===== src/rtl/booth_mult_seq_if.sv =====
// Handshake and operand/result bundle for the sequential Booth multiplier.
// The master drives the request and operands; the slave returns status and product.
interface booth_mult_seq_if #(
    parameter int unsigned WIDTH = 16
);
    logic                 start;
    logic                 is_signed;
    logic [WIDTH-1:0]     multiplicand;
    logic [WIDTH-1:0]     multiplier;
    logic                 busy;
    logic                 done;
    logic [2*WIDTH-1:0]   product;

    modport master (
        output start, is_signed, multiplicand, multiplier,
        input  busy, done, product
    );

    modport slave (
        input  start, is_signed, multiplicand, multiplier,
        output busy, done, product
    );
endinterface


===== src/rtl/booth_mult_seq.sv =====
// Sequential radix-2 Booth multiplier: one add/sub/none decision plus an arithmetic
// right shift of {A,Q,q-1} per cycle; signed mode runs WIDTH steps, unsigned WIDTH+1.
module booth_mult_seq #(
    parameter int unsigned WIDTH = 16
) (
    input  logic             clk,
    input  logic             rst_n,
    booth_mult_seq_if.slave  bus
);
    localparam int unsigned CW = $clog2(WIDTH + 2);

    typedef enum logic {IDLE, CALC} state_t;

    state_t             state;
    logic [WIDTH+1:0]   a;
    logic [WIDTH+1:0]   m;
    logic [WIDTH:0]     q;
    logic               q_1;
    logic               sgn;
    logic [CW-1:0]      count;

    logic [WIDTH:0]     ext_mcand;
    logic [WIDTH:0]     ext_mplier;
    logic [WIDTH+1:0]   sum;
    logic [2*WIDTH+3:0] sh;
    logic [2*WIDTH-1:0] result;

    always_comb begin
        ext_mcand  = bus.is_signed ? {bus.multiplicand[WIDTH-1], bus.multiplicand}
                                   : {1'b0, bus.multiplicand};
        ext_mplier = bus.is_signed ? {bus.multiplier[WIDTH-1], bus.multiplier}
                                   : {1'b0, bus.multiplier};
    end

    always_comb begin
        sum = a;
        case ({q[0], q_1})
            2'b01:   sum = a + m;
            2'b10:   sum = a - m;
            default: sum = a;
        endcase
    end

    // sh = {A,Q,q-1} after the arithmetic shift, so {A,Q} is sh[2W+3:1].
    // Signed mode leaves the unprocessed sign bit of Q in bit 0 of {A,Q},
    // so the exact product sits one place higher than in unsigned mode.
    assign sh     = {sum[WIDTH+1], sum, q};
    assign result = sgn ? sh[2*WIDTH+1:2] : sh[2*WIDTH:1];

    always_ff @(posedge clk) begin
        if (!rst_n) begin
            state       <= IDLE;
            a           <= '0;
            m           <= '0;
            q           <= '0;
            q_1         <= 1'b0;
            sgn         <= 1'b0;
            count       <= '0;
            bus.busy    <= 1'b0;
            bus.done    <= 1'b0;
            bus.product <= '0;
        end else begin
            bus.done <= 1'b0;
            case (state)
                IDLE: begin
                    if (bus.start) begin
                        a        <= '0;
                        m        <= {ext_mcand[WIDTH], ext_mcand};
                        q        <= ext_mplier;
                        q_1      <= 1'b0;
                        sgn      <= bus.is_signed;
                        count    <= bus.is_signed ? CW'(WIDTH) : CW'(WIDTH + 1);
                        bus.busy <= 1'b1;
                        state    <= CALC;
                    end
                end
                CALC: begin
                    a     <= sh[2*WIDTH+3:WIDTH+2];
                    q     <= sh[WIDTH+1:1];
                    q_1   <= sh[0];
                    count <= count - CW'(1);
                    if (count == CW'(1)) begin
                        bus.product <= result;
                        bus.done    <= 1'b1;
                        bus.busy    <= 1'b0;
                        state       <= IDLE;
                    end
                end
                default: state <= IDLE;
            endcase
        end
    end
endmodule


===== src/flat_wrapper.sv =====
// flat-port wrapper written by rule: the top's interface ports become plain ports
module booth_mult_seq_flat 
#(
    parameter int unsigned WIDTH = 16
)
  (clk, rst_n, bus_start, bus_is_signed, bus_multiplicand, bus_multiplier, bus_busy, bus_done, bus_product);
  booth_mult_seq_if #(.WIDTH(WIDTH)) bus_i ();
  input  logic clk;
  input  logic rst_n;
  input wire logic [$bits(bus_i.start)-1:0] bus_start;
  input wire logic [$bits(bus_i.is_signed)-1:0] bus_is_signed;
  input wire logic [$bits(bus_i.multiplicand)-1:0] bus_multiplicand;
  input wire logic [$bits(bus_i.multiplier)-1:0] bus_multiplier;
  output wire logic [$bits(bus_i.busy)-1:0] bus_busy;
  output wire logic [$bits(bus_i.done)-1:0] bus_done;
  output wire logic [$bits(bus_i.product)-1:0] bus_product;
  assign bus_i.start = bus_start;
  assign bus_i.is_signed = bus_is_signed;
  assign bus_i.multiplicand = bus_multiplicand;
  assign bus_i.multiplier = bus_multiplier;
  assign bus_busy = bus_i.busy;
  assign bus_done = bus_i.done;
  assign bus_product = bus_i.product;
  booth_mult_seq #(.WIDTH(WIDTH)) u_core (.clk(clk), .rst_n(rst_n), .bus(bus_i));
endmodule

===== config.mk =====
export PLATFORM = sky130hd
export DESIGN_NAME = booth_mult_seq_flat
export DESIGN_NICKNAME = d
export VERILOG_FILES = /design/src/rtl/booth_mult_seq_if.sv /design/src/rtl/booth_mult_seq.sv /design/src/flat_wrapper.sv
export SDC_FILE = /design/constraint.sdc
export NUM_CORES = 1
export LEC_CHECK = 0
export ABC_AREA = 1
export CORE_UTILIZATION = 50
export DETAILED_ROUTE_END_ITERATION = 12
export GPL_ROUTABILITY_DRIVEN = 0
export PLACE_DENSITY = 0.7
export SYNTH_ARGS = -nofsm -noshare
export SYNTH_HDL_FRONTEND = slang
export SYNTH_SLANG_ARGS = --single-unit

===== constraint.sdc =====
create_clock -name clk -period 8.35 [get_ports clk]
set_clock_uncertainty 0.1 [all_clocks]
set_input_delay 1.2525 -clock clk [delete_from_list [all_inputs] [get_ports clk]]
set_output_delay 1.2525 -clock clk [all_outputs]
set_load 0.05 [all_outputs]

After elaboration in Yosys (flattened, before gate mapping)
Cells that the tools add are included. W data, S select, Z words.

Add/subtract/negate cells: 3. Multiply operators: 0. Divide/modulo/power cells: 0. Order comparisons: 0. Eq/ne operators: 5. Shifts and indexed selects: 0. Muxes and demuxes: 20. Bitwise logic cells: 1. Reduce and logical (&&, ||, !) cells: 4.

Operator list (number): $pmux W18 S2 (2); $mux W17 (3); $pmux W17 S2 (1); $mux W32 (1); $add A18 B18 Y18 (1); $mux W18 (1); $sub A18 B18 Y18 (1); $pmux W5 S2 (1); $reduce_and A2 Y1 (4); $mux W1 (7); $pmux W1 S2 (3); $eq A5 B1 Y1 const B (1); $mux W5 (1); $sub A5 B1 Y5 const B (1); $ne A2 B2 Y1 const B (2); $eq A2 B1 Y1 const B (1); $eq A2 B2 Y1 const B (1); $not A1 Y1 (1).

Register bits: 94. Bits in latches: 0. Memory bits (writable): 0. ROM bits: 0. Input port bits: 36. Output and inout bits: 34. Memories kept: 0.

Depth between registers and ports, before layout
Depth after elaboration: 3. Gate-level depth with buffers: 24.

Worst setup path after synthesis
No wires, ideal clock.

Path kind: register to register. Start point: reg u_core.m[0]. End point: reg u_core.bus.product[31]. Data arrival time: 2435 ps. Path slack: 5702 ps. Stages on the path, launching flop included: 22. Path buffers: 0. Period minus slack after synthesis: 2648 ps. Path through: dfxtp_1 -> inv_1 -> ha_1 -> inv_1 -> nor2_1 -> inv_1 -> nor2_2 -> nand3_1 -> nor2_1 -> a31oi_1 -> xnor2_1 -> ha_1 -> nand2_1 -> inv_1 -> nand2_1 -> nand2_1 -> a21oi_1 -> nand3_1 -> nand3_1 -> nand3_1 -> nand3_1 -> nand2_1.

Cells in the longest elaborated chain, start to end: 3. Elaborated cells between the ends (all ways): 4. Classes of those cells: 2 x add/sub; 2 x mux.

Ends and longest elaborated chain: start: declaration (line booth_mult_seq.sv:16) `logic [WIDTH+1:0] m;`; start signal: assignment (line booth_mult_seq.sv:68) `m <= {ext_mcand[WIDTH], ext_mcand};`; $sub A18 B18 Y18 or $add A18 B18 Y18 (tied branches) (line booth_mult_seq.sv:39, booth_mult_seq.sv:38); $pmux W18 S2 (*) (line booth_mult_seq.sv:37) `case ({q[0], q_1})`; $mux W32 (*) (line booth_mult_seq.sv:48) `assign result = sgn ? sh[2*WIDTH+1:2] : sh[2*WIDTH:1];`; end signal: assignment (line booth_mult_seq.sv:83) `bus.product <= result;`; end: declaration (line booth_mult_seq_if.sv:21) `output busy, done, product`.

Every way passes the cells marked *; elsewhere a longest branch is shown, timed or not. A chain may end at the register's enable or synchronous reset.

Final worst setup path
Start point: reg u_core.m[0]. End point: reg u_core.a[13].

Cells in the longest elaborated chain, start to end: 3. Elaborated cells between the ends (all ways): 4. Classes of those cells: 2 x add/sub; 2 x mux.

Ends and longest elaborated chain: $sub A18 B18 Y18 or $add A18 B18 Y18 (tied branches) (line booth_mult_seq.sv:39, booth_mult_seq.sv:38); $pmux W18 S2 (*) (line booth_mult_seq.sv:37); $pmux W18 S2 (*) (line booth_mult_seq.sv:64) `case (state)`; end signal: assignment (line booth_mult_seq.sv:78) `a <= sh[2*WIDTH+3:WIDTH+2];`; end: declaration (line booth_mult_seq.sv:15) `logic [WIDTH+1:0] a;`.

Marks and branches as above.

==> flow_summary.ini <==
[run_status]
run_status = finished, final reports clean

[clock_tree]
level_count_of_the_clock_h_tree = 3
ctsResizeCount = 0
clk_transition_reported_paths_ns = 0.11
ctsLongestPathBuffers = 2
cts_inserted_buffers = 9
post_cts_hold_fix_bufs = 0
cts.sink_count = 93
ctsRootBufferMaster = sky130_fd_sc_hd__clkbuf_8
insertion_delay_ns = 0.37
postCtsSetupBuffers = 0
tritoncts = yes

[timing]
final.min_clock_period_ns = 3.47
finalSetupViolCount = 0
slew_headroom_pct = 44.6
setup_total_negative_slack_ns = 0
max_freq_mhz = 288
min_period_over_period_pct = 41.6
final-hold-violation-count = 0
rsz0062_at_grt = no
setup_ws_post_layout_ns = 4.88
timing_max_transition_violations_final = 0
timing_worst_slew_pin_value_ns = 0.829

[die]
io_pins = 70
die_width_um = 107
area_of_the_die_mm2 = 0.0114
initial_core_util_pct = 52.5
row_count = 37
fp.coreArea_mm2 = 0.0105
die_h_um = 107

[place]
buffer_ports.inserted = 69
post_place_worst_slack_ns = 4.88
place.detailed.hpwl_um = 10500

[synth]
synth_fp_nets = 904
yosys_register_bits = 93
synthesized_area_per_cell_um2 = 6.49
yosys_most_used_dff = sky130_fd_sc_hd__dfxtp_1
postSynth.asyncResetShare_pct = 0
synth.yosys.warnings = 0
synth.yosys.seq_area_share_pct = 33.9
synthDistinctLibCells = 46
synthesis.instances = 846
synth-edff-count = 0
cell_area_after_synthesis_mm2 = 0.00549

[layout]
num_antenna_cells = 0
synthToLayoutAreaGrowth_pct = 17.3
drive_gt1_share_pct = 5.53
regArea_mm2 = 0.00186
multi_input_comb_area_mm2 = 0.00302
final.fill_count = 1009
final_core_util_pct = 61.5
commonest_cells_after_routing_fill_and_taps_aside = sky130_fd_sc_hd__nand2_1, sky130_fd_sc_hd__inv_1, sky130_fd_sc_hd__dfxtp_1
finish.net_count = 957
final_common_cell = sky130_fd_sc_hd__nand2_1

[power]
finalPower_mw = 1.07
leakage_nw = 3.15
p_per_area_mw_per_mm2 = 167
vdd.ir_drop.worst_uv = 146

[detailed_routing]
drt_iter0_markers = 257
detail_route.vias_per_cell = 5.11
drc = 0
route.vias.total = 5311
wl_per_cell_um = 13.3
wl_um = 13900
antenna_left = 0
detail_route.first_pass.iterations = 5

[worst_hold_path]
min_path_type = reg2reg
worst_hold_startpoint = u_core.bus.product[10]
hold-path-endpoint = u_core.bus.product[10]
min_delay_path_depth = 2

[global_routing]
globalRouteOverflowTotal = 0
grt_antenna_before_repair = 0
track_usage_pct = 25.4
grt_pass1_wl_um = 22900
number_of_global_route_vias_before_repair = 4964
maximum_number_of_pins_on_one_net_before_global_route_repair = 37

[critical_path]
start_kind = register
r2r_end = u_core.a[13]
timing.critical_path.fanout_max = 5
setup.worst_path.class = reg2reg
worst-endpoint-required_ns = 8.55
setup.worst_path.end_class = register
cp_data_arrival_time_ns = 3.67
worstReg2RegStart = u_core.m[0]
rr_worst_depth = 23
worst-r2r-setup-slack_ns = 4.88

[run]
drv_cap = 0
-- critical path, stage by stage, from the launching register on --
cell and delay, ns:
sky130_fd_sc_hd__dfxtp_1 0.36, sky130_fd_sc_hd__inv_1 0.10, sky130_fd_sc_hd__ha_1 0.15, sky130_fd_sc_hd__inv_1 0.05, sky130_fd_sc_hd__nor2_1 0.11, sky130_fd_sc_hd__inv_1 0.08
sky130_fd_sc_hd__nor2_2 0.11, sky130_fd_sc_hd__nand3_1 0.13, sky130_fd_sc_hd__nor2_1 0.22, sky130_fd_sc_hd__nand3_1 0.10, sky130_fd_sc_hd__nand2_1 0.09, sky130_fd_sc_hd__xor2_1 0.34
sky130_fd_sc_hd__ha_1 0.38, sky130_fd_sc_hd__nand2_1 0.18, sky130_fd_sc_hd__inv_1 0.06, sky130_fd_sc_hd__nand2_1 0.06, sky130_fd_sc_hd__nand2_1 0.04, sky130_fd_sc_hd__a21oi_1 0.20
sky130_fd_sc_hd__nand2_1 0.08, sky130_fd_sc_hd__nand2_1 0.07, sky130_fd_sc_hd__nand3_2 0.11, sky130_fd_sc_hd__nand2_1 0.11, sky130_fd_sc_hd__nand2_1 0.05, sky130_fd_sc_hd__a21oi_1 0.14
-- where the power goes --
part	switching, mW	internal (mW)	total (mW)
Sequential	0.0166	0.463	0.480
Clock	0.187	0.119	0.306
Combinational	0.186	0.103	0.288
Total	0.389	0.685	1.07
-- cell families after synthesis --
family,Yosys count,synth area share (%)
and+or+nand+nor,432,33.1
DFF,93,33.9
buffers and inverters,152,11.1
adders and majority gates,22,5.15
xor gates and xnor gates,14,2.23
muxes,8,1.46
AOI/OAI and AO/OA,125,13.1
-- cell usage after synthesis, drive strengths merged, types with 2 or more instances --
master    n  area share, %
nand3b    2           0.27
or2       8           0.91
a211oi    2           0.27
ha       21            4.8
buf      19            1.8
o22ai     3           0.34
xnor2     4           0.64
nand3    64            6.3
xor2     10            1.6
clkbuf   13            1.1
o211ai    2           0.36
o31ai     2           0.36
dfxtp    93             34
inv     120            8.2
o221ai    3           0.48
a22oi     7           0.96
o21ai    55            5.2
a21oi    46            4.4
and2      4           0.46
nand2   289             20
nand4     3           0.57
nor3      4           0.36
nor2     57            4.2
mux2i     8            1.5
-- area by class of cell --
| type | count | area share [%] |
|---|---|---|
| Clock inverter | 7 | 1.22 |
| Sequential cell | 93 | 28.9 |
| Timing Repair Buffer | 74 | 11.3 |
| Tap cell | 136 | 2.64 |
| Multi-Input combinational cell | 601 | 47.0 |
| Clock buffer | 9 | 1.92 |
| Inverter | 120 | 7.00 |
-- how the worst max path moves through the flow --
stage | startpoint | endpoint | slack [ns] | depth (start not counted)
2_1_floorplan | u_core.m[0] | u_core.bus.product[31] | 5.70 | 21
3_3_place_gp | bus_start | u_core.a[16] | 4.99 | 7
3_5_place_dp | bus_start | u_core.count[2] | 4.88 | 6
4_1_cts | u_core.m[0] | u_core.a[13] | 4.90 | 23
5_1_grt | u_core.m[0] | u_core.a[14] | 4.53 | 22
6_report | u_core.m[0] | u_core.a[13] | 4.88 | 23
-- metrics by stage --
step	hold slack, ns	std cells	area, um2
CTS	0.362	1040	6440
finish	0.363	1040	6440
global placement	0.341	1024	6230
detailed placement	0.342	1024	6230
floorplan	0.340	846	5490
global route	0.385	1040	6440
-- layer usage --
layer | up-vias | part of all wire, % | track usage [%]
met1 | 2390 | 45 | 31.1
li1 | 2774 | - | -
met4 | 0 | 2.6 | 9.39
met5 | - | 0 | 0
met2 | 122 | 48 | 44.6
met3 | 25 | 4.0 | 4.19
-- registers in the layout (all words and copies together), names as in the netlist --
register and cells:
u_core.state 1, u_core.q_1 1, u_core.m 17, u_core.a 17, u_core.bus.busy 1, u_core.bus.product 32, u_core.bus.done 1, u_core.q 17
u_core.count 5, u_core.sgn 1
No activity file was read; power rests on OpenSTA's default activity.
